$ cat src/rtl/fb_fifo_reader_pkg.sv
// fb_fifo_reader_pkg: shared types, default parameters and the beats-per-word
// helper for the fb_fifo_reader drain engine.
package fb_fifo_reader_pkg;

  typedef enum logic {
    FILL = 1'b0,
    SEND = 1'b1
  } state_e;

  localparam int DEF_WIDTH     = 4;
  localparam int DEF_OUT_WIDTH = 16;
  localparam int DEF_TIMEOUT   = 8;

  // Number of FIFO beats packed into one output word.
  function automatic int nb(input int out_width, input int width);
    return out_width / width;
  endfunction

endpackage

$ cat src/rtl/fb_fifo_reader_pack.sv
// fb_fifo_reader_pack: assembly register for one output word. A write drops
// din into slot 'slot' and sets its mask bit; 'take' empties the register
// after the owner has captured word_next/mask_next (which already include
// any write made in the same cycle).
module fb_fifo_reader_pack
  import fb_fifo_reader_pkg::*;
#(
  parameter int WIDTH = DEF_WIDTH,
  parameter int NB    = nb(DEF_OUT_WIDTH, DEF_WIDTH),
  parameter int CW    = $clog2(NB)
) (
  input  logic                  clk,
  input  logic                  rst_n,
  input  logic                  wr,
  input  logic [CW-1:0]         slot,
  input  logic [WIDTH-1:0]      din,
  input  logic                  take,
  output logic [NB*WIDTH-1:0]   word_next,
  output logic [NB-1:0]         mask_next
);

  logic [NB*WIDTH-1:0] data_reg;
  logic [NB-1:0]       mask_reg;

  // Per-slot merge of the incoming beat over the held contents.
  generate
    for (genvar gi = 0; gi < NB; gi++) begin : g_slot
      logic hit;
      assign hit = wr && (slot == CW'(gi));
      assign word_next[gi*WIDTH +: WIDTH] = hit ? din : data_reg[gi*WIDTH +: WIDTH];
      assign mask_next[gi] = hit | mask_reg[gi];
    end
  endgenerate

  // Hold the partially assembled word; clear it once it has been handed off.
  always_ff @(posedge clk or negedge rst_n) begin
    if (!rst_n) begin
      data_reg <= '0;
      mask_reg <= '0;
    end else if (take) begin
      data_reg <= '0;
      mask_reg <= '0;
    end else begin
      data_reg <= word_next;
      mask_reg <= mask_next;
    end
  end

endmodule

$ cat src/rtl/fb_fifo_reader.sv
// fb_fifo_reader: drains a first-word-fall-through fb_fifo, packs entries
// LSB-first into OUT_WIDTH-bit words and offers them on a valid/ready port
// with a per-beat mask. Partial words leave on 'flush'; with the macro
// FB_FIFO_READER_TIMEOUT_EN defined they also leave after TIMEOUT idle cycles.
module fb_fifo_reader
  import fb_fifo_reader_pkg::*;
#(
  parameter int WIDTH     = DEF_WIDTH,
  parameter int OUT_WIDTH = DEF_OUT_WIDTH,
  parameter int TIMEOUT   = DEF_TIMEOUT
) (
  input  logic                              clk,
  input  logic                              rst_n,
  input  logic                              fifo_empty,
  input  logic [WIDTH-1:0]                  fifo_out,
  output logic                              fifo_pop,
  input  logic                              flush,
  output logic                              dma_valid,
  input  logic                              dma_ready,
  output logic [OUT_WIDTH-1:0]              dma_data,
  output logic [nb(OUT_WIDTH, WIDTH)-1:0]   dma_mask,
  output logic                              busy
);

  localparam int NB = nb(OUT_WIDTH, WIDTH);
  localparam int CW = $clog2(NB);

  generate
    if ((OUT_WIDTH % WIDTH) != 0 || NB < 2) begin : g_bad_ratio
      $error("fb_fifo_reader: OUT_WIDTH must be a multiple of WIDTH with ratio >= 2");
    end
    if (TIMEOUT < 1) begin : g_bad_timeout
      $error("fb_fifo_reader: TIMEOUT must be >= 1");
    end
  endgenerate

  state_e              state_reg;
  logic [CW-1:0]       cnt_reg;
  logic                last_beat;
  logic                timeout_hit;
  logic                flush_int;
  logic                take;
  logic [OUT_WIDTH-1:0] word_next;
  logic [NB-1:0]       mask_next;

  // Pop whenever there is data and somewhere to put it; a SEND-state pop only
  // happens alongside the handshake so the next word starts without a bubble.
  assign fifo_pop  = rst_n && !fifo_empty && ((state_reg == FILL) || dma_ready);
  assign last_beat = (cnt_reg == CW'(NB - 1));
  assign flush_int = flush || timeout_hit;
  assign take      = (state_reg == FILL) &&
                     ((fifo_pop && (last_beat || flush_int)) ||
                      (!fifo_pop && flush_int && (cnt_reg != '0)));
  assign busy      = (cnt_reg != '0) || dma_valid;

  fb_fifo_reader_pack #(
    .WIDTH (WIDTH),
    .NB    (NB),
    .CW    (CW)
  ) u_pack (
    .clk       (clk),
    .rst_n     (rst_n),
    .wr        (fifo_pop),
    .slot      (cnt_reg),
    .din       (fifo_out),
    .take      (take),
    .word_next (word_next),
    .mask_next (mask_next)
  );

`ifdef FB_FIFO_READER_TIMEOUT_EN
  localparam int IW = $clog2(TIMEOUT + 1);
  logic [IW-1:0] idle_reg;

  assign timeout_hit = (state_reg == FILL) && (idle_reg == IW'(TIMEOUT));

  // Count starved FILL cycles while a partial word is held.
  always_ff @(posedge clk or negedge rst_n) begin
    if (!rst_n) begin
      idle_reg <= '0;
    end else if (fifo_pop || (state_reg == SEND)) begin
      idle_reg <= '0;
    end else if ((state_reg == FILL) && (cnt_reg != '0) && fifo_empty && !timeout_hit) begin
      idle_reg <= idle_reg + 1'b1;
    end
  end
`else
  assign timeout_hit = 1'b0;
`endif

  // Fill/send sequencer with registered handshake outputs.
  always_ff @(posedge clk or negedge rst_n) begin
    if (!rst_n) begin
      state_reg <= FILL;
      cnt_reg   <= '0;
      dma_valid <= 1'b0;
      dma_data  <= '0;
      dma_mask  <= '0;
    end else begin
      case (state_reg)
        FILL: begin
          if (take) begin
            state_reg <= SEND;
            dma_valid <= 1'b1;
            dma_data  <= word_next;
            dma_mask  <= mask_next;
            cnt_reg   <= '0;
          end else if (fifo_pop) begin
            cnt_reg <= cnt_reg + 1'b1;
          end
        end
        SEND: begin
          if (dma_ready) begin
            state_reg <= FILL;
            dma_valid <= 1'b0;
            // A beat popped during the handshake already sits in slot 0.
            cnt_reg   <= fifo_pop ? CW'(1) : '0;
          end
        end
        default: state_reg <= FILL;
      endcase
    end
  end

endmodule
$ cat config.mk
export PLATFORM = sky130hd
export DESIGN_NAME = fb_fifo_reader
export DESIGN_NICKNAME = d
export VERILOG_FILES = /design/src/rtl/fb_fifo_reader_pkg.sv /design/src/rtl/fb_fifo_reader_pack.sv /design/src/rtl/fb_fifo_reader.sv
export SDC_FILE = /design/constraint.sdc
export NUM_CORES = 1
export LEC_CHECK = 0
export CORE_MARGIN = 5
export CORE_UTILIZATION = 56
export DETAILED_ROUTE_END_ITERATION = 10
export GPL_ROUTABILITY_DRIVEN = 0
export PLACE_DENSITY = 0.8
export SLEW_MARGIN = 25
export SYNTH_ARGS = -nofsm -noshare
export SYNTH_HDL_FRONTEND = slang
export SYNTH_HIERARCHICAL = 1
export SYNTH_SLANG_ARGS = --single-unit
$ cat constraint.sdc
create_clock -name clk -period 2.4 [get_ports clk]
set_input_delay 0.48 -clock clk [delete_from_list [all_inputs] [get_ports clk]]
set_output_delay 0.48 -clock clk [all_outputs]
set_load 0.01 [all_outputs]
After elaboration in Yosys (flattened, before gate mapping)
Cells that the tools add are included.
W data, S select, Z words.
- register bits: 44
- input port bits: 9
- word-level logic and storage cells: 57
- add/subtract/negate cells: 1
- equal/unequal tests: 6
- muxes and demuxes: 17
- bitwise logic cells: 5
- reductions and logical operators: 21
- operator list (operator ; number):
    $mux W4 ; 5
    $mux W16 ; 1
    $logic_and A1 B1 Y1 ; 10
    $mux W2 ; 3
    $reduce_and A2 Y1 ; 3
    $mux W1 ; 5
    $eq A2 B2 Y1 const B ; 2
    $logic_or A1 B1 Y1 ; 4
    $ne A2 B2 Y1 const B ; 2
    $or A1 B1 Y1 ; 4
    $pmux W1 S2 ; 2
    $pmux W2 S2 ; 1
    $ne A3 B3 Y1 const B ; 1
    $add A2 B1 Y2 const B ; 1
    $eq A2 B1 Y1 const B ; 1
    $logic_not A1 Y1 ; 2
    $logic_not A2 Y1 ; 1
    $reduce_bool A2 Y1 ; 1
    $not A1 Y1 ; 1

Logic depth before layout (Yosys ltp)
- depth in word-level cells: 10
- depth in mapped cells: 9
- depth with buffers taken out: 7

Cells and area by module
The synthesis kept the hierarchy.
- by module, submodules not included (module ; instances ; cells each ; area an instance (µm²) ; seq. area each (µm²)):
    fb_fifo_reader ; 1 ; 167 ; 1510.2 ; 600.6
    fb_fifo_reader_pack ; 1 ; 95 ; 1101.1 ; 500.5

Worst setup path after synthesis
No wires, ideal clock.
- kind: input -> register
- start: input fifo_empty
- end: register dma_data[0]
- arrival: 2.285 ns
- slack: -0.016 ns
- stages on the path: 9
- buffers on the path: 2
- cell sequence: nand2b_4 -> buf_2 -> nor2_1 -> or3b_1 -> buf_6 -> mux2_4 -> nor2b_1 -> a22oi_1 -> nand3_1
- RTL lines (what ; RTL line ; text):
    start, declared ; fb_fifo_reader.sv:14 ; input logic fifo_empty,
    $logic_not A1 Y1 ; fb_fifo_reader.sv:48 ; assign fifo_pop = rst_n && !fifo_empty && ((state_reg == FILL) || dma_ready);
    $logic_and A1 B1 Y1 (2 in a row) ; fb_fifo_reader.sv:48 ;
    net fifo_pop ; fb_fifo_reader.sv:16 ; output logic fifo_pop,
    $logic_and A1 B1 Y1 ; fb_fifo_reader_pack.sv:29 ; assign hit = wr && (slot == CW'(gi));
    $mux W4 ; fb_fifo_reader_pack.sv:30 ; assign word_next[gi*WIDTH +: WIDTH] = hit ? din : data_reg[gi*WIDTH +: WIDTH];
    net word_next[0] ; fb_fifo_reader.sv:43 ; logic [OUT_WIDTH-1:0] word_next;
    end signal, assigned ; fb_fifo_reader.sv:105 ; dma_data <= word_next;
    end, declared ; fb_fifo_reader.sv:20 ; output logic [OUT_WIDTH-1:0] dma_data,
The timed path passes the listed nets, and every way through them passes these cells.
A chain may end at the register's enable or synchronous reset.

Final worst setup path
- start: input dma_ready
- end: register dma_data[3]
- RTL lines (what ; RTL line ; text):
    start, declared ; fb_fifo_reader.sv:19 ; input logic dma_ready,
    $logic_or A1 B1 Y1 ; fb_fifo_reader.sv:48 ;
    $logic_and A1 B1 Y1 ; fb_fifo_reader.sv:48 ;
    $logic_and A1 B1 Y1 ; fb_fifo_reader_pack.sv:29 ;
    $mux W4 ; fb_fifo_reader_pack.sv:30 ;
    net word_next[3] ; fb_fifo_reader.sv:43 ;
The timed path passes the listed nets, and every way through them passes these cells.

==> metrics.txt <==
WS Path Type in -> reg; worst hold path type in -> async; cell area after synthesis 0.00261 mm2; CTS clk-pin slew, worst paths 80 ps; CTS tree built; area of the multi-input gates 0.00137 mm2; synthesized instance count 262; fill count 338; Top-Level Pins 32; largest net degree at the start of global routing 48; postcts setup bufs 0; Gate power share 51.4%; ys flop type dfrtp_1; CP required 2580 ps; minimum clock period 2310 ps; Tot GR Track Use 22.6%; DRC 0; # hold bufs at CTS 0; post-synth top area share 42.2%; switch share 38.1%; FFs w/ async S/R, synth 100%; status complete, no violations; Switch Pwr 1.37 mW; die height 78.3 um; post-synthesis sequential area ratio 42.2%; RSZ-0062 raised after global routing no; Detailed Route WL 6510 um; CP startpoint kind input pin; nets@finish 312; crit-path max FO 6; Final Hold Viols 0; clock power share 13.4%; Max Cap Violations 0; area leader, netlist dfrtp_1; Syn Nets 273; Final Cycle Share 96.3%; peak supply drop 0.453 mV; ant diodes 0; detailed placement HPWL 4230 um; Reg2Reg Depth 7; slew margin rel. 62.0%; fin cells 354; Core Area 0.00444 mm2; final setup fails 0; vias post-DR 2189; CTS buffer count 5; Starting Density 58.8%; Post-synth EDFFs 0; FF/Latch Area 0.00110 mm2; reg-to-reg setup timing slack 410 ps; P_int 2.23 mW; Site Rows 24; R2R Path Start state_reg; vias in the first global route 2207; CP endpoint kind register; final setup skew 8.62 ps; full die area 0.00613 mm2; drt first pass iters 4; share of post-route cells with drive strength above 1 18.9%; Cell variety after synth 34; H-Tree Level Count 2; root buffer cell clkbuf_8; initial antenna violation count 0; pre-CTS setup slack -270 ps; Avg Cell Area, Syn 9.97 um2; global-route wire length before repair 11000 um; via-per-instance ratio 6.18; Die W 78.3 um; Longest Clk Path Bufs 2; worst r2r dst dma_data[3]; sequential power share 35.2%; post-synthesis register bit count 44; drt wl/cell 18.4 um; total clock sinks 44; Power Density 1140 mW/mm2; post-route ant nets 0; Worst EP arrival 2490 ps; Tightest Pin Transition 570 ps; total gr overflow 0; top post-synthesis cells by area dfrtp_1, nand3_1, mux2i_1; synth warn 6; insertion delay to the later sink of the worst-skew pair 290 ps; Pins Over Slew Limit 0; port buffer count 31; Max Clock Freq 0.433 GHz; setup ws final 89.9 ps; initial DRC count 173; Pleak 1.45 nW; dpl cells 346; area grow syn2layout 20.6%
## layout make-up
type / count / area share (%)
clock buffer: 8 / 2.86
multi-input combinational: 188 / 43.5
timing repair buffer: 55 / 15.8
tap: 52 / 2.07
inverter: 7 / 0.835
sequential: 44 / 35.0
## what timing repair did
action                     CTS  global route
gates cloned                 0             0
resized for setup            1             1
setup endpoints to repair    1             4
## routing by layer
layer	track usage [%]	up-vias	wire (um)
li1	-	1017	-
met1	30.0	1099	2870
met2	38.4	65	3240
met3	3.09	8	327
met4	6.99	0	67
met5	0	-	0
## critical path: stages
cell and delay, ps:
clkdlybuf4s50_1 480, and2b_1 200, nor2_2 110, or3b_4 460
mux2_4 320, nor2b_1 150, a22oi_1 190, nand3_1 100
## cell usage in the layout, fill, tap and decap left out, types with 2 or more instances in the layout
| master | synthesis | final |
|---|---|---|
| dfrtp_1 | 44 | 44 |
| nand3_1 | 42 | 42 |
| clkdlybuf4s50_1 | 0 | 29 |
| buf_4 | 1 | 23 |
| nand2b_1 | 22 | 22 |
| o211ai_1 | 20 | 20 |
| nor2b_1 | 20 | 20 |
| a22oi_1 | 20 | 20 |
| mux2i_1 | 16 | 16 |
| mux2_2 | 12 | 12 |
| inv_1 | 6 | 6 |
| nand2_1 | 6 | 6 |
| clkbuf_8 | 0 | 6 |
| mux2_4 | 4 | 4 |
| a21oi_1 | 4 | 4 |
| and2b_4 | 2 | 2 |
| nor2_1 | 3 | 2 |
| ha_1 | 2 | 2 |
| clkbuf_1 | 3 | 2 |
| nand3b_1 | 2 | 2 |
## power by group through the flow
stage | sequential (mW) | clock [mW] | combinational, mW
CTS | 1.26 | 0.494 | 1.85
global placement | 1.25 | 0 | 1.78
global route | 1.30 | 0.529 | 2.01
detailed placement | 1.27 | 0 | 1.84
floorplan | 1.30 | 0 | 1.08
finish | 1.27 | 0.480 | 1.85
## synth_stat cells (2+ instances only)
cell type / n
a21oi_1: 4
a22oi_1: 20
and2b_4: 2
buf_2: 18
clkbuf_1: 3
dfrtp_1: 44
ha_1: 2
inv_1: 6
mux2_2: 12
mux2_4: 4
mux2i_1: 16
nand2_1: 6
nand2b_1: 22
nand3_1: 42
nand3b_1: 2
nor2_1: 3
nor2b_1: 20
o211ai_1: 20
## worst max-delay path by stage
stage	startpoint	to	slack (ps)	depth (start not counted)
6_report	dma_ready	dma_data[3]	90	8
3_5_place_dp	dma_ready	dma_data[3]	-270	8
2_1_floorplan	fifo_empty	dma_data[0]	80	9
4_1_cts	dma_ready	dma_data[3]	30	8
5_1_grt	dma_ready	dma_data[2]	10	8
3_3_place_gp	dma_ready	dma_data[0]	-220	8
## cells by family after synthesis
logic type | count (synthesis) | synth area share [%]
and+or+nand+nor | 102 | 22.5
adders and majority gates | 2 | 0.958
AOI/OAI and AO/OA | 52 | 15.1
muxes | 32 | 13.6
DFF | 44 | 42.2
buffers and inverters | 30 | 5.61
## metrics by stage
stage	setup TNS, ps	hold WS (ps)	util [%]	power (mW)	area, um2
floorplan	0	184	-	2.38	2610
global route	0	425	70.8	3.84	3150
global placement	-1600	491	68.8	3.03	3060
detailed placement	-2320	502	68.8	3.11	3060
finish	0	347	70.8	3.60	3150
CTS	0	381	70.8	3.60	3150
Note: power is estimated with default switching activity, not from simulation.
